`src/rtl/sensor_i2c_pkg.sv`:
```
// Shared types and constants for the sensor-side I2C read path: arbiter state
// encoding, bus field widths and TCS34725 colour-sensor register addresses.
package sensor_i2c_pkg;

    localparam int I2C_ADDR_W = 7;
    localparam int REG_ADDR_W = 8;
    localparam int DATA_W     = 16;

    localparam logic [I2C_ADDR_W-1:0] TCS34725_ADDR   = 7'h29;
    localparam logic [REG_ADDR_W-1:0] TCS34725_RDATAL = 8'h16;
    localparam logic [REG_ADDR_W-1:0] TCS34725_GDATAL = 8'h18;
    localparam logic [REG_ADDR_W-1:0] TCS34725_BDATAL = 8'h1A;

    typedef enum logic [1:0] {
        ST_IDLE    = 2'd0,
        ST_ISSUE   = 2'd1,
        ST_WAIT    = 2'd2,
        ST_RECOVER = 2'd3
    } arb_state_e;

endpackage

```
`src/rtl/rr_priority_picker.sv`:
```
// Combinational rotate-priority encoder: returns the first set request at or
// above rr_ptr, wrapping modulo NUM_REQ.
module rr_priority_picker #(
    parameter int NUM_REQ = 2,
    parameter int IDX_W   = $clog2(NUM_REQ)
) (
    input  logic [NUM_REQ-1:0] req,
    input  logic [IDX_W-1:0]   rr_ptr,
    output logic [IDX_W-1:0]   grant_idx,
    output logic               any_req
);

    int               idx;
    logic [IDX_W-1:0] sel;

    // Walk priorities from lowest to highest so the closest request to rr_ptr wins last.
    always_comb begin
        // NOTE: every output of a combinational block gets a default first, otherwise a latch is inferred.
        grant_idx = '0;
        any_req   = 1'b0;
        idx       = 0;
        sel       = '0;
        for (int k = NUM_REQ - 1; k >= 0; k--) begin
            idx = int'(rr_ptr) + k;
            if (idx >= NUM_REQ) idx = idx - NUM_REQ;
            sel = IDX_W'(idx);
            if (req[sel]) begin
                grant_idx = sel;
                any_req   = 1'b1;
            end
        end
    end

endmodule

```
`src/rtl/i2c_read_arbiter.sv`:
```
// Round-robin arbiter sharing one 2-byte-read I2C master among NUM_REQ sensor FSMs.
// Optional WAIT-state timeout with abort/RECOVER is enabled by defining I2C_ARB_TIMEOUT_EN.
module i2c_read_arbiter
    import sensor_i2c_pkg::*;
#(
    parameter int NUM_REQ        = 2,
    parameter int TIMEOUT_CYCLES = 2000000
) (
    input  logic                          clk,
    input  logic                          rst_n,
    input  logic [NUM_REQ-1:0]            req_valid,
    input  logic [I2C_ADDR_W*NUM_REQ-1:0] req_dev_addr,
    input  logic [REG_ADDR_W*NUM_REQ-1:0] req_reg_addr,
    output logic [NUM_REQ-1:0]            req_ack,
    output logic [NUM_REQ-1:0]            req_done,
    output logic [NUM_REQ-1:0]            req_err,
    output logic [DATA_W-1:0]             req_data,
    output logic                          start_i2c,
    output logic [I2C_ADDR_W-1:0]         dev_addr,
    output logic [REG_ADDR_W-1:0]         reg_addr,
    input  logic                          busy_i2c,
    input  logic                          done_i2c,
    input  logic [DATA_W-1:0]             data_in
);

    localparam int IDX_W = $clog2(NUM_REQ);

    arb_state_e             state_q, state_d;
    logic [IDX_W-1:0]       rr_ptr_q, rr_ptr_d;
    logic [IDX_W-1:0]       owner_q, owner_d;
    logic [I2C_ADDR_W-1:0]  dev_addr_q, dev_addr_d;
    logic [REG_ADDR_W-1:0]  reg_addr_q, reg_addr_d;
    logic                   start_q, start_d;
    logic [NUM_REQ-1:0]     ack_q, ack_d;
    logic [NUM_REQ-1:0]     done_q, done_d;
    logic [DATA_W-1:0]      data_q, data_d;
`ifdef I2C_ARB_TIMEOUT_EN
    logic [31:0]            cnt_q, cnt_d;
    logic [NUM_REQ-1:0]     err_q, err_d;
`endif

    logic [IDX_W-1:0]       grant_idx;
    logic                   any_req;
    logic [IDX_W-1:0]       next_ptr;

    rr_priority_picker #(
        .NUM_REQ (NUM_REQ),
        .IDX_W   (IDX_W)
    ) u_picker (
        .req       (req_valid),
        .rr_ptr    (rr_ptr_q),
        .grant_idx (grant_idx),
        .any_req   (any_req)
    );

    assign next_ptr = (owner_q == IDX_W'(NUM_REQ - 1)) ? '0 : owner_q + IDX_W'(1);

    always_comb begin
        state_d    = state_q;
        rr_ptr_d   = rr_ptr_q;
        owner_d    = owner_q;
        dev_addr_d = dev_addr_q;
        reg_addr_d = reg_addr_q;
        start_d    = 1'b0;
        ack_d      = '0;
        done_d     = '0;
        data_d     = data_q;
`ifdef I2C_ARB_TIMEOUT_EN
        cnt_d      = cnt_q;
        err_d      = '0;
`endif
        case (state_q)
            ST_IDLE: begin
                if (any_req && !busy_i2c) begin
                    owner_d          = grant_idx;
                    dev_addr_d       = req_dev_addr[int'(grant_idx)*I2C_ADDR_W +: I2C_ADDR_W];
                    reg_addr_d       = req_reg_addr[int'(grant_idx)*REG_ADDR_W +: REG_ADDR_W];
                    start_d          = 1'b1;
                    ack_d[grant_idx] = 1'b1;
                    state_d          = ST_ISSUE;
                end
            end
            // The master only sees start this cycle, so any done_i2c here is stale.
            ST_ISSUE: begin
                state_d = ST_WAIT;
`ifdef I2C_ARB_TIMEOUT_EN
                cnt_d   = '0;
`endif
            end
            ST_WAIT: begin
                if (done_i2c) begin
                    data_d          = data_in;
                    done_d[owner_q] = 1'b1;
                    rr_ptr_d        = next_ptr;
                    state_d         = ST_IDLE;
`ifdef I2C_ARB_TIMEOUT_EN
                end else if (cnt_q == 32'(TIMEOUT_CYCLES - 1)) begin
                    data_d          = '0;
                    done_d[owner_q] = 1'b1;
                    err_d[owner_q]  = 1'b1;
                    rr_ptr_d        = next_ptr;
                    state_d         = ST_RECOVER;
                end else begin
                    cnt_d = cnt_q + 32'd1;
`endif
                end
            end
`ifdef I2C_ARB_TIMEOUT_EN
            ST_RECOVER: begin
                if (!busy_i2c) state_d = ST_IDLE;
            end
`endif
            default: state_d = ST_IDLE;
        endcase
    end

    always_ff @(posedge clk or negedge rst_n) begin
        if (!rst_n) begin
            state_q    <= ST_IDLE;
            rr_ptr_q   <= '0;
            owner_q    <= '0;
            dev_addr_q <= '0;
            reg_addr_q <= '0;
            start_q    <= 1'b0;
            ack_q      <= '0;
            done_q     <= '0;
            data_q     <= '0;
`ifdef I2C_ARB_TIMEOUT_EN
            cnt_q      <= '0;
            err_q      <= '0;
`endif
        end else begin
            // NOTE: state registers use non-blocking assignments so every flop samples pre-edge values.
            state_q    <= state_d;
            rr_ptr_q   <= rr_ptr_d;
            owner_q    <= owner_d;
            dev_addr_q <= dev_addr_d;
            reg_addr_q <= reg_addr_d;
            start_q    <= start_d;
            ack_q      <= ack_d;
            done_q     <= done_d;
            data_q     <= data_d;
`ifdef I2C_ARB_TIMEOUT_EN
            cnt_q      <= cnt_d;
            err_q      <= err_d;
`endif
        end
    end

    assign start_i2c = start_q;
    assign dev_addr  = dev_addr_q;
    assign reg_addr  = reg_addr_q;
    assign req_ack   = ack_q;
    assign req_done  = done_q;
    assign req_data  = data_q;
`ifdef I2C_ARB_TIMEOUT_EN
    assign req_err   = err_q;
`else
    assign req_err   = '0;
`endif

endmodule
```
`config.mk`:
```
export PLATFORM = sky130hd
export DESIGN_NAME = i2c_read_arbiter
export DESIGN_NICKNAME = d
export VERILOG_FILES = /design/src/rtl/sensor_i2c_pkg.sv /design/src/rtl/rr_priority_picker.sv /design/src/rtl/i2c_read_arbiter.sv
export SDC_FILE = /design/constraint.sdc
export NUM_CORES = 1
export LEC_CHECK = 0
export CAP_MARGIN = 10
export CORE_UTILIZATION = 39
export DETAILED_ROUTE_END_ITERATION = 8
export GPL_TIMING_DRIVEN = 0
export PLACE_DENSITY_LB_ADDON = 0.15
export SLEW_MARGIN = 0
export SYNTH_ARGS = -nofsm -noshare
export SYNTH_HDL_FRONTEND = slang
export SYNTH_SLANG_ARGS = --single-unit
```
`constraint.sdc`:
```
create_clock -name clk -period 2 [get_ports clk]
set_clock_uncertainty 0.2 [all_clocks]
set_input_delay 0.3 -clock clk [delete_from_list [all_inputs] [get_ports clk]]
set_output_delay 0.3 -clock clk [all_outputs]
set_load 0.1 [all_outputs]
```
# Yosys cells after proc, flatten, opt, wreduce, memory -nomap -nowiden
# Index checks and enable logic that the tools add are counted.
dict set report totals {
  word_cells 60
  output_inout_bits 38
  ff_bits 40
  input_bits 52
}
dict set report classes {
  n_mul 1
  magnitude_cmp 8
  n_mux 24
  eq_ne 4
  reduce_logical 8
  addsub 4
  n_shift 2
}
# operator count
set ops {}
lappend ops {{$shiftx 16x5->8} 1}
lappend ops {{$mux 1} 15}
lappend ops {{$shiftx 14x5->7} 1}
lappend ops {{$mux 2} 6}
lappend ops {{$lt 1x2->1 const B} 4}
lappend ops {{$pmux 2 s3} 1}
lappend ops {{$reduce_and 2->1} 3}
lappend ops {{$mul 1x3->4 const B} 1}
lappend ops {{$ne 2x2->1 const B} 2}
lappend ops {{$logic_and 1x1->1} 3}
lappend ops {{$add 1x1->2 const B} 1}
lappend ops {{$demux 1 s1} 2}
lappend ops {{$eq 2x1->1 const B} 1}
lappend ops {{$eq 2x2->1 const B} 1}
lappend ops {{$ge 1x1->1 const B} 2}
lappend ops {{$ge 1x2->1 const B} 1}
lappend ops {{$ge 2x2->1 const B} 1}
lappend ops {{$logic_not 2->1} 1}
lappend ops {{$sub 1x1->1 const B} 2}
lappend ops {{$add 1x1->1 const B} 1}
lappend ops {{$logic_not 1->1} 1}

# Depth between registers and ports, before layout
dict set report logic_depth {
  ltp_word 13
  depth_mapped 6
}

# Cells and area by module
# A second synthesis with hierarchy kept.
dict set report unflattened {
  cells_unflattened 110
  hier_area_um2 1747.9
}
# mod area_each_um2 seq_area_each_um2 instances cells_per_inst
set modules_own_cells {}
lappend modules_own_cells {i2c_read_arbiter 1730.4 1001.0 1 107}
lappend modules_own_cells {rr_priority_picker 17.5 0.0 1 3}

# Worst setup path after synthesis
# Ideal clock, no wire load.
dict set report synth_path {
  path_type {register to register}
  start {register state_q[1]}
  end {register dev_addr_q[1], in the netlist dev_addr[1]}
  t_required_ns 1.673
  arrival_ns 1.251
  setup_time_ns 0.127
  setup_slack_ns 0.422
  path_stages_with_launch 5
  cell_sequence {dfrtp_1 -> nor3_1 -> o21ai_1 -> buf_2 -> a221o_1}
}
dict set report synth_between {
  elab_chain_len 2
}
# item line_no
set synth_lines {}
lappend synth_lines {{start, declared} i2c_read_arbiter.sv:28} ;# arb_state_e state_q, state_d;
lappend synth_lines {{start signal, assigned} i2c_read_arbiter.sv:134} ;# state_q <= state_d;
lappend synth_lines {{$logic_not 2->1} i2c_read_arbiter.sv:72} ;# case (state_q)
lappend synth_lines {{$reduce_and 2->1 (no line)} n/a}
lappend synth_lines {{end signal, assigned} i2c_read_arbiter.sv:137} ;# dev_addr_q <= dev_addr_d;
lappend synth_lines {{end, declared} i2c_read_arbiter.sv:31} ;# logic [I2C_ADDR_W-1:0] dev_addr_q, dev_addr_d;
# Every way passes these cells.
# A chain may end at the register's enable or synchronous reset.

# Worst setup path after layout
dict set report layout_path {
  start {register reg_addr_q[2], in the netlist reg_addr[2]}
  end {output port reg_addr[2]}
}
# item line_no
set layout_rtl {}
lappend layout_rtl {{start, declared} i2c_read_arbiter.sv:32} ;# logic [REG_ADDR_W-1:0] reg_addr_q, reg_addr_d;
lappend layout_rtl {{start signal, assigned} i2c_read_arbiter.sv:138} ;# reg_addr_q <= reg_addr_d;
lappend layout_rtl {{end, declared} i2c_read_arbiter.sv:20} ;# output logic [REG_ADDR_W-1:0] reg_addr,
# No word-level cell between the ends.

==> qor.csv <==
stage;metric;value;unit
cells_and_area;diodes;0;
sta;finalSetupViolCount;0;
yosys;synth_top_area_share;59.7;%
yosys;ys_types;22;
clock_tree;insertion_delay;290;ps
sta;tightest_slew;980;ps
yosys;synth_cells;133;
floorplan;start_util;41.3;%
hold_path;hold_class;in2reg;
clock_tree;clockBufferDepth;2;
detailed_routing;vias_per_cell;5.13;
critical_path;crit_path_top_delay_cell;clkdlybuf4s15_1;
yosys;yosys.area.top_type;dfrtp_1;
floorplan;dieArea;0.00456;mm2
critical_path;crit_fanout;2;
critical_path;critPathTopFamily;buffers and inverters;
detailed_routing;ant_nets;0;
critical_path;critPathKind;reg2out;
cells_and_area;final_core_util;64.0;%
global_route;grt_max_degree;41;
cells_and_area;postLayoutCellArea;0.00260;mm2
detailed_routing;dr.pass1.iters;5;
yosys;synth-edff-count;0;
clock_tree;cts_tree;built;
global_route;grt_pass1_vias;1439;
critical_path;cp-end-kind;output pin;
global_route;grt_pass1_wl;6290;um
critical_path;start_kind;flip-flop;
clock_tree;postCtsSetupRepairBufs;0;
cells_and_area;nFillCells;321;
detailed_routing;vias;1431;
detailed_routing;wl;4230;um
yosys;synth_most_common_cell;dfrtp_1;
place;io_buffers;86;
critical_path;reg2reg_depth;4;
yosys;syn-cell-area;0.00168;mm2
detailed_routing;drt_iter0_markers;63;
floorplan;rows;23;
clock_tree;cts_root_buf;clkbuf_8;
hold_path;hold_depth;2;
yosys;synth.top_cells.by_area;dfrtp_1, mux2_2, a221o_1;
cells_and_area;nets;280;
floorplan;dieHeight;67.5;um
yosys;synth_ff_type;dfrtp_1;
global_route;grt_use_total;19.3;%
yosys;yosysWarnings;0;
place;gp_congestion;0.720;
yosys;synthTopCellsByCount;dfrtp_1, mux2_2, nand2_1, nor3_1, a221o_1;
critical_path;path_depth;1;
sta;finalHoldViolations;0;
floorplan;num_io_pins;90;
clock_tree;path_clk_slew;70;ps
global_route;overflow;0;
floorplan;core_region_area;0.00406;mm2
yosys;ys_seq_area_share;59.7;%
critical_path;arrival;1490;ps
clock_tree;clock_sinks;40;
sta;drv_slew;0;
cells_and_area;drive_above_1_share;28.4;%
critical_path;path_buf_inv;1;
critical_path;crit_path_cell_trace;clkdlybuf4s15_1;
sta;max_freq;0.503;GHz
sta;worst_slack;12.3;ps
sta;slew_headroom;34.9;%
outcome;status;finished clean;
place;dp_slack;-204;ps
yosys;synth_seq_cells;40;
yosys;async_flop_share;100;%
job;drv_cap;0;
detailed_routing;wl_per_cell;15.2;um
clock_tree;ctsHtreeMaxLevel;2;
critical_path;critPathRequiredTime;1500;ps
place;post_dp_cell_area;0.00260;mm2
place;dp_hpwl;3070;um
sta;period_needed;1990;ps
cells_and_area;syn2layout_area_growth;55.1;%
detailed_routing;drc;0;
clock_tree;cts_buffers;5;
sta;fin_crit_sh;99.4;%
yosys;avgSynthCellArea;12.6;um2
global_route;grt_antenna_before_repair;0;
critical_path;slowest_delay;840;ps
floorplan;die_w;67.5;um
## final cells by class
type	count	area [um2]	area share [%]
sequential	40	1000	38.5
tap	50	62.6	2.41
multi-input combinational	77	567	21.8
buffer	13	100	3.85
timing repair buffer	87	746	28.7
clock buffer	6	72.6	2.79
clock inverter	2	35.0	1.35
inverter	4	15.0	0.578
## metrics by stage
| step | setup TNS (ps) | instances | hold slack (ps) |
|---|---|---|---|
| global placement | -20230 | 270 | 255 |
| finish | 0 | 279 | 155 |
| CTS | 0 | 279 | 144 |
| detailed placement | -1820 | 270 | 255 |
| global route | -28.3 | 279 | 151 |
| floorplan | 0 | 134 | -196 |
## state kept, by name, indices dropped and copies added, names as in the netlist, 2 cells and up
signal / cells
dev_addr: 7
req_ack: 2
state_q: 2
req_done: 2
req_data: 16
reg_addr: 8
## metal layers
metal | track usage, % | vias up | wire (um)
li1 | - | 664 | -
met1 | 22.0 | 694 | 1700
met2 | 31.8 | 60 | 2110
met3 | 5.07 | 13 | 292
met4 | 12.5 | 0 | 129
met5 | 0 | - | 0
## worst paths after layout
check,slack [ps],end,start
max reg2reg,220,dev_addr[5],state_q[1]
min,160,req_ack[1],req_valid[1]
min reg2reg,250,req_done[0],owner_q
max in group asynchronous,580,dev_addr[2],rst_n
max,10,reg_addr[2],reg_addr[2]
min in group asynchronous,470,reg_addr[0],rst_n
## placed cells by master (no fill, tap or decap), drive strengths merged
cell type	Yosys	final
mux2	17	17
clkbuf	2	32
bufinv	0	1
nand2	16	16
buf	11	12
o21ai	1	1
dlygate4sd3	0	1
clkinv	0	1
inv	4	4
dfrtp	40	40
conb	1	2
nor2b	1	1
a21oi	1	1
nor2	3	3
nand3b	1	1
a221o	15	15
a21o	1	1
clkdlybuf4s15	0	10
dlygate4sd2	0	2
nor3b	1	1
and3	1	1
or3	1	1
clkdlybuf4s50	0	49
nor3	16	16
## logic make-up after synthesis
group	synth area share [%]
DFF	59.7
and+or+nand+nor	11.7
AOI/OAI and AO/OA	10.0
muxes	11.4
buffers and inverters	6.87
other	0.224
## what timing repair did
| item | 4_1_cts | 5_1_grt |
|---|---|---|
| gates cloned | 0 | 0 |
| resized for setup | 63 | 34 |
| hold buffers | 1 | 0 |
| hold endpoints to repair | 40 | 0 |
| endpoints found under the setup margin | 36 | 36 |
Power is left out: the tool's default activity adds up to more than one toggle a clock period on the data nets, which glitch-free logic cannot reach.
